## src/rtl/reg_select_seq.sv

```systemverilog
// reg_select_seq
//   Sequenced register select/encode. Accepts an instruction word through a
//   valid/ready handshake, then walks its register phases (reads, then write)
//   as the datapath pulses step. Each phase drives a one-hot register-file
//   enable and the sign-extended immediate from latched state.
//
//   Optional build macro: SELECT_SCOREBOARD_EN
//     Adds a per-register busy vector. A deferred write marks its destination
//     busy, wr_commit clears it, and reads of a busy register stall.
//
// Ports
//   clock            rising-edge clock
//   clear            asynchronous active-low reset
//   IR / ir_valid    instruction word and its valid; ir_ready high only in idle
//   mode             00 R-type, 01 I-type, 10 store, 11 branch (latched with IR)
//   ba_mode          base-address semantics for read phases (live)
//   step             datapath consumed the current phase
//   SERin / SERout   one-hot register write / read enables
//   zero_src         read of R0 under ba_mode; datapath drives constant 0
//   phase            0 idle, 1 first read, 2 second read, 3 write
//   done             one-cycle pulse after the last phase
//   C_sign_extended  sign-extended immediate of the latched IR
//   stall            read phase blocked by a busy register
//   wr_defer / wr_commit / wr_index   scoreboard set/clear controls
//
// state | meaning
// ------+---------------------------------------------
// IDLE  | waiting for ir_valid; phase 0
// RD0   | first read (Rb, or Ra for branch); phase 1
// RD1   | second read (Rc for R-type, Ra for store); phase 2
// WR    | write to Ra; phase 3
module reg_select_seq #(
   parameter int NUM_REGS  = 16,
   parameter int IR_WIDTH  = 32,
   parameter int RA_LSB    = 23,
   parameter int RB_LSB    = 19,
   parameter int RC_LSB    = 15,
   parameter int IMM_WIDTH = 19,
   localparam int REG_BITS = (NUM_REGS > 1) ? $clog2(NUM_REGS) : 1
) (
   input  logic                clock,
   input  logic                clear,
   input  logic [IR_WIDTH-1:0] IR,
   input  logic                ir_valid,
   output logic                ir_ready,
   input  logic [1:0]          mode,
   input  logic                ba_mode,
   input  logic                step,
   output logic [NUM_REGS-1:0] SERin,
   output logic [NUM_REGS-1:0] SERout,
   output logic                zero_src,
   output logic [1:0]          phase,
   output logic                done,
   output logic [IR_WIDTH-1:0] C_sign_extended,
   output logic                stall,
   input  logic                wr_defer,
   input  logic                wr_commit,
   input  logic [REG_BITS-1:0] wr_index
);

   typedef enum logic [1:0] {
      S_IDLE = 2'd0,
      S_RD0  = 2'd1,
      S_RD1  = 2'd2,
      S_WR   = 2'd3
   } state_t;

   localparam logic [1:0] M_R  = 2'b00;
   localparam logic [1:0] M_I  = 2'b01;
   localparam logic [1:0] M_BR = 2'b11;

   state_t                 state_q, state_d;
   logic [1:0]             mode_q, mode_d;
   logic [REG_BITS-1:0]    ra_q, ra_d, rb_q, rb_d, rc_q, rc_d;
   logic [IMM_WIDTH-1:0]   imm_q, imm_d;
   logic                   done_q, done_d;

   logic [REG_BITS-1:0]    sel_idx;
   logic [NUM_REGS-1:0]    sel_onehot;
   logic                   is_read, zero_sel, busy_sel, stall_int, adv;

   // Only the register fields and immediate are kept; the remaining IR bits
   // have no meaning to this block.
   logic unused_ir;
   assign unused_ir = ^IR;

`ifdef SELECT_SCOREBOARD_EN
   logic [NUM_REGS-1:0] busy_q, busy_d;

   always_comb begin
      busy_d = busy_q;
      if (state_q == S_WR && adv && wr_defer)
         busy_d[ra_q] = 1'b1;
      // Applied last so a same-edge clear of the same index wins.
      if (wr_commit)
         busy_d[wr_index] = 1'b0;
   end

   assign busy_sel = busy_q[sel_idx];
`else
   logic unused_sb;
   assign unused_sb = ^{wr_defer, wr_commit, wr_index};
   assign busy_sel  = 1'b0;
`endif

   always_comb begin
      case (state_q)
         S_RD0:   sel_idx = (mode_q == M_BR) ? ra_q : rb_q;
         S_RD1:   sel_idx = (mode_q == M_R)  ? rc_q : ra_q;
         default: sel_idx = ra_q;
      endcase
      sel_onehot = {{(NUM_REGS-1){1'b0}}, 1'b1} << sel_idx;
      is_read    = (state_q == S_RD0) || (state_q == S_RD1);
      zero_sel   = is_read && ba_mode && (sel_idx == '0);
      // Constant-zero reads never touch the register file, so never stall.
      stall_int  = is_read && !zero_sel && busy_sel;
      adv        = step && !stall_int;
   end

   always_comb begin
      state_d = state_q;
      mode_d  = mode_q;
      ra_d    = ra_q;
      rb_d    = rb_q;
      rc_d    = rc_q;
      imm_d   = imm_q;
      done_d  = 1'b0;
      case (state_q)
         S_IDLE: begin
            if (ir_valid) begin
               state_d = S_RD0;
               mode_d  = mode;
               ra_d    = IR[RA_LSB +: REG_BITS];
               rb_d    = IR[RB_LSB +: REG_BITS];
               rc_d    = IR[RC_LSB +: REG_BITS];
               imm_d   = IR[IMM_WIDTH-1:0];
            end
         end
         S_RD0: begin
            if (adv) begin
               case (mode_q)
                  M_I:     state_d = S_WR;
                  M_BR: begin
                     state_d = S_IDLE;
                     done_d  = 1'b1;
                  end
                  default: state_d = S_RD1;
               endcase
            end
         end
         S_RD1: begin
            if (adv) begin
               if (mode_q == M_R) begin
                  state_d = S_WR;
               end else begin
                  state_d = S_IDLE;
                  done_d  = 1'b1;
               end
            end
         end
         default: begin
            if (adv) begin
               state_d = S_IDLE;
               done_d  = 1'b1;
            end
         end
      endcase
   end

   always_ff @(posedge clock or negedge clear) begin
      if (!clear) begin
         state_q <= S_IDLE;
         mode_q  <= '0;
         ra_q    <= '0;
         rb_q    <= '0;
         rc_q    <= '0;
         imm_q   <= '0;
         done_q  <= 1'b0;
`ifdef SELECT_SCOREBOARD_EN
         busy_q  <= '0;
`endif
      end else begin
         state_q <= state_d;
         mode_q  <= mode_d;
         ra_q    <= ra_d;
         rb_q    <= rb_d;
         rc_q    <= rc_d;
         imm_q   <= imm_d;
         done_q  <= done_d;
`ifdef SELECT_SCOREBOARD_EN
         busy_q  <= busy_d;
`endif
      end
   end

   assign ir_ready        = (state_q == S_IDLE);
   assign phase           = state_q;
   assign done            = done_q;
   assign stall           = stall_int;
   assign zero_src        = zero_sel;
   assign SERout          = (is_read && !zero_sel && !stall_int) ? sel_onehot : '0;
   assign SERin           = (state_q == S_WR) ? sel_onehot : '0;
   assign C_sign_extended = {{(IR_WIDTH-IMM_WIDTH){imm_q[IMM_WIDTH-1]}}, imm_q};

endmodule
```

## config.mk

```make
export PLATFORM = sky130hd
export DESIGN_NAME = reg_select_seq
export DESIGN_NICKNAME = d
export VERILOG_FILES = /design/src/rtl/reg_select_seq.sv
export SDC_FILE = /design/constraint.sdc
export NUM_CORES = 1
export LEC_CHECK = 0
export CAP_MARGIN = 20
export CORE_MARGIN = 1.5
export CORE_UTILIZATION = 35
export CTS_CLUSTER_DIAMETER = 80
export DETAILED_ROUTE_END_ITERATION = 7
export PLACE_DENSITY = 0.78
export REMOVE_ABC_BUFFERS = 1
export SETUP_SLACK_MARGIN = 0.4
export SLEW_MARGIN = 40
export SYNTH_ARGS = -nofsm -noshare
export SYNTH_HDL_FRONTEND = slang
export SYNTH_SLANG_ARGS = --single-unit
```

## constraint.sdc

```tcl
create_clock -name clock -period 2.1 [get_ports clock]
set_clock_uncertainty 0.1 [all_clocks]
set_input_delay 0.315 -clock clock [delete_from_list [all_inputs] [get_ports clock]]
set_output_delay 0.315 -clock clock [all_outputs]
set_load 0.1 [all_outputs]
```

==> metrics.txt <==
Synth Register Bits=32; Crit path max-delay family=simple AND/OR/NAND/NOR gates; Hold Vio Cnt, Final=0; RSZ-0062 raised after global routing=true; Period Utilization, post-route=135%; Synth top area share=40.4%; fin. max-slew vios=0; GRT Util Overall=22.7%; CP required=1.68 ns; Setup Viol. Count Final=33; Commonest cells post-synth=nor2_1, dfrtp_1, mux2_2, buf_4, nand2_1; vias per cell=5.22; Die Span Y=78.3 um; Clock Pin Slew Worst Setup and Hold Paths=0.06 ns; sequential cell area=801 um^2; share of layout cells above drive strength 1=65.3%; # DRC=0; RePlAce Congestion=0.925; average wire per standard cell=18.1 um; final instance area=0.00430 mm^2; WHS=0.328 ns; Initial DRC Count=120; Setup WS post-layout=-0.740 ns; largest area contributor in the netlist=dfrtp_1; post-synth cell types=44; placed instance area=0.00360 mm^2; WP data arrival=2.42 ns; Initial Utilization=36.3%; cell count after synthesis=201; Top Ports=115; fin nets=380; CTS max path bufs=2; ys flop type=dfrtp_1; Port Buffers=102; row count=27; Max Clk Rate=352 MHz; hold_buf cts=0; CTS tree=built; Routed WL=7.28 mm; first-pass GRT wire length=10.9 mm; min cycle time layout=2.84 ns; die width=78.3 um; Seq/Total Area, Yosys=40.4%; CTS Buf Count=5; Critical Path Slowest Stage Cell=or3b_4; TNS Setup=-21.89 ns; Skew-Pair Late Insertion Delay=0.27 ns; area grow syn2layout=117%; most common cell in the netlist=nor2_1; worst min path class=in2async; # fillers=303; initial antenna violation count=0; CP max stage delay=0.41 ns; Synth area leaders=dfrtp_1, mux2_2, nor2_1, buf_4, ha_1; Async SR Flop Fraction=100%; vias in the first global route=2213; die area=0.00613 mm^2; Synth Warn #=0; H-tree Lvls=2; Congestion Overflow GR=0; final antenna-violating net count=0; Cell Chain, Critical Path=inv_2 -> ha_4 -> and4bb_2 -> a32o_2 -> or3b_4 -> o311a_4 -> nor2_4 -> buf_12; violated checks=setup timing; crit end category=primary output; Critical Path Start Type=flop; multi-input logic area=0.00149 mm^2; synthesized cell area=0.00198 mm^2; Post-synth EDFFs=0; antenna cells=0; Root Buffer=clkbuf_8; MaxCap Viol Count=0; CP Class=reg2out; crit path max fanout=8; syn avg cell area=9.87 um^2; largest net degree at the start of global routing=33; dpl hpwl=4.65 mm; status=finished with violations; core area=0.00547 mm^2; Buf/Inv on CP=2; CTS sink cnt=32; via count=2102; drt first pass iters=4
[stage by stage]
stage	std cells	utilization [%]	setup WS, ns
after CTS	402	76.9	-0.667
after detailed placement	384	65.8	-0.575
after global placement	384	65.8	-0.483
after floorplan	179	-	-9.50
after global routing	403	78.6	-0.814
final	403	78.6	-0.740
[placed cells by master, fill, tap and decap left out, types with 3 or more instances in the layout]
master / n
a21o_1: 3
a21oi_1: 5
buf_12: 49
buf_4: 54
buf_6: 8
clkbuf_8: 6
clkdlybuf4s50_1: 33
dfrtp_1: 32
ha_4: 4
inv_1: 4
mux2_2: 29
nand2_1: 11
nand3_4: 5
nor2_2: 6
nor2_4: 28
[final timing paths]
path | startpoint | end | slack, ns | cells past startpoint
worst max-delay path | phase[1] | SERin[14] | -0.74 | 8
worst min-delay path | clear | imm_q[7] | 0.33 | 2
worst max register to register | phase[1] | phase[1] | 0.41 | 7
worst min register to register | imm_q[10] | imm_q[10] | 0.41 | 1
max in group asynchronous | clear | rb_q[0] | 1.27 | 2
min in group clock | imm_q[10] | imm_q[10] | 0.41 | 1
[routing by layer]
metal,global-route usage [%],vias to the layer above,routed length [um]
met5,0,-,0
met3,7.21,27,606
met4,8.93,0,252
met1,23.3,1005,2600
met2,42.4,121,3820
li1,-,949,-
[cell families after synthesis]
family / Yosys count / synth area share, %
buf+inv: 28 / 9.52
flops: 32 / 40.4
mux: 29 / 16.5
compound gates: 35 / 13.7
simple gates: 71 / 16.6
other cells: 1 / 0.189
fa+ha+maj: 5 / 3.15
[final cells by class]
class / count / area share, %
timing repair buffer: 144 / 42.0
inverter: 6 / 0.524
tap: 72 / 2.09
sequential: 32 / 18.6
multi-input combinational: 141 / 34.7
clock buffer: 8 / 2.09
[flip-flops by register name, summed over array words and instances (netlist names)]
signal	count
phase	2
done	1
rb_q	4
ra_q	4
mode_q	2
imm_q	15
rc_q	4
[repair_timing]
item	in CTS	in global routing
resized for setup	103	17
gates cloned	0	0
buffers inserted	10	1
setup endpoints to repair	49	35
pin swaps	25	11
Power is not shown: default switching activity piles up to over one toggle a cycle in this logic, so the estimate is an artifact.
